<file path="src/rtl/rst_seq.sv">
// rtl/rst_seq.sv - reset and clock-configuration sequencer for the digital core
//
// Purpose: holds the digital core in reset after power-on and on a software
// reboot. It also sequences clock configuration changes so that a new clock
// select is applied only after a newly enabled oscillator or PLL has settled.
//
// Ports:
//   clk_cog   in   1  single clock, all state on its rising edge
//   nres      in   1  asynchronous active-low reset
//   cfg       in   8  clkset from core: [7] reboot, [6] PLL en, [5] osc en,
//                     [4:3] osc mode, [2:0] clock select
//   dig_nres  out  1  registered active-low reset to the digital core
//   cfg_out   out  8  sequenced configuration to the clock generator ([7]=0)
//   state     out  2  FSM state: POR=0, RUN=1, REBOOT=2, SETTLE=3
//   busy      out  1  high whenever state is not RUN
module rst_seq #(
    parameter logic [15:0] POR_CYCLES    = 16'd50000,
    parameter logic [15:0] REBOOT_CYCLES = 16'd16,
    parameter logic [15:0] SETTLE_CYCLES = 16'd1024
) (
    input  logic       clk_cog,
    input  logic       nres,
    input  logic [7:0] cfg,
    output logic       dig_nres,
    output logic [7:0] cfg_out,
    output logic [1:0] state,
    output logic       busy
);

    typedef enum logic [1:0] {
        ST_POR    = 2'd0,
        ST_RUN    = 2'd1,
        ST_REBOOT = 2'd2,
        ST_SETTLE = 2'd3
    } state_e;

    // A zero-cycle request is treated as a one-cycle hold.
    localparam logic [15:0] POR_LOAD    = (POR_CYCLES    == 16'd0) ? 16'd0 : POR_CYCLES    - 16'd1;
    localparam logic [15:0] REBOOT_LOAD = (REBOOT_CYCLES == 16'd0) ? 16'd0 : REBOOT_CYCLES - 16'd1;
    localparam logic [15:0] SETTLE_LOAD = (SETTLE_CYCLES == 16'd0) ? 16'd0 : SETTLE_CYCLES - 16'd1;

    state_e      state_q;
    logic [15:0] cnt_q;
    logic        dig_nres_q;
    logic [7:0]  cfg_q;
    logic        r7_q;
    logic [6:0]  cfg_out_q;
    logic        busy_q;

    logic reboot_edge;
    logic en_turn_on;
    logic en_change;
    logic cnt_zero;

    assign reboot_edge = cfg_q[7] & ~r7_q;
    assign en_change   = (cfg_q[6:3] != cfg_out_q[6:3]);
    // Only a 0->1 transition of an oscillator/PLL enable requires settling.
    assign en_turn_on  = (cfg_q[6] & ~cfg_out_q[6]) | (cfg_q[5] & ~cfg_out_q[5]);
    assign cnt_zero    = (cnt_q == 16'd0);

    always_ff @(posedge clk_cog or negedge nres) begin
        if (!nres) begin
            state_q    <= ST_POR;
            cnt_q      <= POR_LOAD;
            dig_nres_q <= 1'b0;
            cfg_q      <= 8'h00;
            r7_q       <= 1'b0;
            cfg_out_q  <= 7'h00;
            busy_q     <= 1'b1;
        end else begin
            cfg_q <= cfg;
            // Tracked in every state so a held reboot bit fires only once.
            r7_q  <= cfg_q[7];

            case (state_q)
                ST_POR: begin
                    cfg_out_q <= 7'h00;
                    if (cnt_zero) begin
                        state_q    <= ST_RUN;
                        dig_nres_q <= 1'b1;
                        busy_q     <= 1'b0;
                    end else begin
                        cnt_q <= cnt_q - 16'd1;
                    end
                end

                ST_RUN: begin
                    if (reboot_edge) begin
                        state_q    <= ST_REBOOT;
                        cnt_q      <= REBOOT_LOAD;
                        dig_nres_q <= 1'b0;
                        cfg_out_q  <= 7'h00;
                        busy_q     <= 1'b1;
                    end else if (en_change) begin
                        cfg_out_q[6:3] <= cfg_q[6:3];
                        if (en_turn_on) begin
                            // Hold the old clock select until the source settles.
                            state_q <= ST_SETTLE;
                            cnt_q   <= SETTLE_LOAD;
                            busy_q  <= 1'b1;
                        end else begin
                            cfg_out_q[2:0] <= cfg_q[2:0];
                        end
                    end else begin
                        cfg_out_q[2:0] <= cfg_q[2:0];
                    end
                end

                ST_SETTLE: begin
                    if (reboot_edge) begin
                        state_q    <= ST_REBOOT;
                        cnt_q      <= REBOOT_LOAD;
                        dig_nres_q <= 1'b0;
                        cfg_out_q  <= 7'h00;
                        busy_q     <= 1'b1;
                    end else begin
                        // Enable updates pass through but do not restart the wait.
                        cfg_out_q[6:3] <= cfg_q[6:3];
                        if (cnt_zero) begin
                            cfg_out_q[2:0] <= cfg_q[2:0];
                            state_q        <= ST_RUN;
                            busy_q         <= 1'b0;
                        end else begin
                            cnt_q <= cnt_q - 16'd1;
                        end
                    end
                end

                ST_REBOOT: begin
                    cfg_out_q <= 7'h00;
                    if (cnt_zero) begin
                        state_q    <= ST_RUN;
                        dig_nres_q <= 1'b1;
                        busy_q     <= 1'b0;
                    end else begin
                        cnt_q <= cnt_q - 16'd1;
                    end
                end

                default: begin
                    state_q    <= ST_POR;
                    cnt_q      <= POR_LOAD;
                    dig_nres_q <= 1'b0;
                    cfg_out_q  <= 7'h00;
                    busy_q     <= 1'b1;
                end
            endcase
        end
    end

    assign dig_nres = dig_nres_q;
    assign cfg_out  = {1'b0, cfg_out_q};
    assign state    = state_q;
    assign busy     = busy_q;

endmodule

</file>
<file path="config.mk">
export PLATFORM = sky130hd
export DESIGN_NAME = rst_seq
export DESIGN_NICKNAME = d
export VERILOG_FILES = /design/src/rtl/rst_seq.sv
export SDC_FILE = /design/constraint.sdc
export NUM_CORES = 1
export LEC_CHECK = 0
export CAP_MARGIN = 20
export CORE_ASPECT_RATIO = 0.9
export CORE_MARGIN = 4
export CORE_UTILIZATION = 53
export DETAILED_ROUTE_END_ITERATION = 16
export PLACE_DENSITY = 0.76
export SLEW_MARGIN = 20
export SYNTH_ARGS = -nofsm -noshare
export SYNTH_HDL_FRONTEND = slang
export SYNTH_SLANG_ARGS = --single-unit
</file>
<file path="constraint.sdc">
create_clock -name clk_cog -period 2.3 [get_ports clk_cog]
set_input_delay 0.46 -clock clk_cog [delete_from_list [all_inputs] [get_ports clk_cog]]
set_output_delay 0.46 -clock clk_cog [all_outputs]
set_load 0.01 [all_outputs]
</file>
==> flow_metrics.env <==
export IMPL_cts_sinks=36
export IMPL_grt_max_degree=37
export IMPL_power_frac_comb=0.292
export IMPL_period_share=0.906
export IMPL_ant_nets=0
export IMPL_tns_ps=0
export IMPL_synth_top_family_by_area="simple AND/OR/NAND/NOR gates"
export IMPL_leakagePower_nw=0.919
export IMPL_use_met3=0.0673
export IMPL_initial_core_util=0.560
export IMPL_syn_area_um2=1920
export IMPL_timing_fmax_ghz=0.480
export IMPL_skew_ps=7.77
export IMPL_cts_hold_buf=0
export IMPL_ioPinCount=22
export IMPL_fillers=275
export IMPL_worst_slew_pin_slew_ps=740
export IMPL_grt_use_met2=0.311
export IMPL_fp_dieW_um=71.5
export IMPL_tritoncts="built"
export IMPL_syn_nets=195
export IMPL_synth_edf_count=0
export IMPL_worstHoldPathCells=0
export IMPL_synth_area_top_cells="dfrtp_1 34%, dfstp_2 14%, nor3_1 2.3%"
export IMPL_drive_gt1_frac=0.175
export IMPL_syn_avg_cell_area_um2=10.6
export IMPL_synth_fa_ha_area_frac=0.0195
export IMPL_synth_top_area_share=0.339
export IMPL_fp_row_count=20
export IMPL_final_max_slew_violation_count=0
export IMPL_finalSetupViolCount=0
export IMPL_track_usage=0.212
export IMPL_busiest_layer="met2"
export IMPL_yosysWarnings=0
export IMPL_start_kind="flop"
export IMPL_sw_frac_of_total=0.362
export IMPL_cts_setup_buffers=0
export IMPL_status="finished clean"
export IMPL_r2r_slack_ps=220
export IMPL_vias=1616
export IMPL_dr_pass1_iters=4
export IMPL_synth_compound_area_share=0.207
export IMPL_final_nets=218
export IMPL_vias_per_cell=6.46
export IMPL_place_gp_congestion=0.887
export IMPL_synthToLayoutAreaGrowth_pct=18.8
export IMPL_p_int_mw=1.50
export IMPL_wire_per_inst_um=17.7
export IMPL_rsz0062_at_grt="false"
export IMPL_grt_pass1_wl_um=7580
export IMPL_clk_pin_slew_ps=70
export IMPL_drt_total_wl_um=4420
export IMPL_synth_seq_area_share=0.476
export IMPL_grt_use_met1=0.280
export IMPL_slew_headroom=0.504
export IMPL_crit_fanout=12
export IMPL_yosys_area_share_simple=0.229
export IMPL_clockBufferDepth=2
export IMPL_cap_violations=0
export IMPL_ys_seq_elements=36
export IMPL_dieHeight_um=65.1
export IMPL_yosysUniqueCellTypes=62
export IMPL_p_sw_uw=850
export IMPL_cts_root_buf="clkbuf_8"
export IMPL_cts_resized=0
export IMPL_p_per_area_nw_per_um2=1030
export IMPL_synth_xor_xnor_area_share=0.0137
export IMPL_synthMuxAreaShare=0.0156
export IMPL_fin_crit_ps=2080
export IMPL_path_class="reg2reg"
export IMPL_grt_pass1_vias=1585
export IMPL_p_total_mw=2.35
export IMPL_antenna_found_initial=0
export IMPL_synth_cells=182
export IMPL_reg2reg_depth=4
export IMPL_dp_hpwl_um=3180
export IMPL_die_area_um2=4650
export IMPL_min_to="r7_q"
export IMPL_synth_area_leader_cell="dfrtp_1"
export IMPL_drt_iter0_markers=178
export IMPL_seqPwrFrac=0.473
export IMPL_htree_levels=2
export IMPL_rr_endpoint="cfg_out_q[1]"
export IMPL_portBuffers=20
export IMPL_grt_overflow=0
export IMPL_rr_startpoint="cnt_q[4]"
export IMPL_drc=0
export IMPL_fp_coreArea_um2=3430
export IMPL_insertion_delay_ps=300
export IMPL_critPathArrivalTime_ps=2270
export IMPL_hp_class="reg2reg"
export IMPL_peakVddDrop_mv=0.715
export IMPL_end_kind="flop"
export IMPL_async_flop_share=1.00
export IMPL_antenna_cells=0
export IMPL_power_frac_clock=0.235
export IMPL_cts_buffers_inserted=5
export IMPL_min_from="cfg_q[7]"
export IMPL_hold_violations=0
export IMPL_crit_required_ps=2480
export IMPL_synth_flop_cell="dfrtp_1"
[logic make-up after synthesis]
| kind of cell | Yosys count |
|---|---|
| other | 1 |
| multiplexers | 3 |
| buffers and inverters | 18 |
| flip-flops | 36 |
| AND/OR/NAND/NOR | 65 |
| XOR/XNOR | 3 |
| AO/OA/AOI/OAI | 53 |
| adder cells (fa/ha/maj) | 3 |
[worst max path at each step]
stage,startpoint,endpoint,slack (ps),cells after the start
2_1_floorplan,cnt_q[1],cnt_q[6],450,6
3_3_place_gp,cnt_q[4],cfg_out_q[1],330,4
3_5_place_dp,cnt_q[4],cfg_out_q[1],220,4
4_1_cts,cnt_q[4],cfg_out_q[1],220,4
5_1_grt,cnt_q[4],cfg_out_q[1],50,4
6_report,cnt_q[4],cfg_out_q[1],220,4
[worst max-delay path, stage by stage (launching register included)]
cell	delay, ps
dfrtp_1	530
nor4_2	590
nand4_4	310
a32o_2	360
a22o_1	180
[synthesized netlist by cell type (5+ instances only)]
cell,instances
clkbuf_1,5
nor4_1,7
or3_1,5
dfstp_2,10
o21ai_0,9
a22o_1,5
nor3_1,9
inv_1,9
nor2_1,6
nand3_1,5
a21oi_1,7
o22ai_1,5
dfrtp_1,26
nand2_1,8
[power by group through the flow]
stage	clock [mW]	sequential, mW	combinational (mW)
after global placement	0	1.09	0.654
final	0.553	1.11	0.686
after CTS	0.562	1.10	0.689
after global routing	0.601	1.14	0.752
after floorplan	0	1.03	0.532
after detailed placement	0	1.11	0.680
[stage by stage]
step,hold slack [ps],instances,setup WS (ps),instance area (µm²),utilization
detailed placement,385,242,224,2170,0.634
finish,398,250,215,2280,0.665
global route,431,250,46.6,2280,0.665
floorplan,164,182,452,1920,-
CTS,402,250,222,2280,0.665
global placement,379,242,330,2170,0.634
[state kept, by name, summed over array words and instances, names as in the netlist]
name	count
busy	1
cfg_q	8
state	2
dig_nres	1
cfg_out_q	7
r7_q	1
cnt_q	16
[per-layer routing]
| metal | up-vias | routed length, µm | part of all wire |
|---|---|---|---|
| met5 | - | 0 | 0 |
| met4 | 0 | 95 | 0.021 |
| met3 | 12 | 316 | 0.071 |
| met2 | 75 | 2120 | 0.48 |
| met1 | 777 | 1890 | 0.43 |
| li1 | 752 | - | - |
[final cells by class]
| class | count | area (µm²) | area share |
|---|---|---|---|
| Multi-Input combinational cell | 128 | 933 | 0.409 |
| Sequential cell | 36 | 913 | 0.400 |
| Timing Repair Buffer | 25 | 238 | 0.104 |
| Clock buffer | 6 | 72.6 | 0.0318 |
| Tap cell | 44 | 55.1 | 0.0241 |
| Clock inverter | 2 | 35.0 | 0.0154 |
| Inverter | 9 | 33.8 | 0.0148 |
[cells in the final DEF (no fill, tap or decap), types with 6 or more instances in the layout]
cell type,Yosys,final
dfrtp_1,26,26
dfstp_2,10,10
clkdlybuf4s50_1,0,20
nor4_1,7,7
nand2_1,8,8
o21ai_0,9,9
nor3_1,9,9
nor2_1,6,6
a21oi_1,7,7
inv_1,9,9
Power figures use the tool's default switching activity.
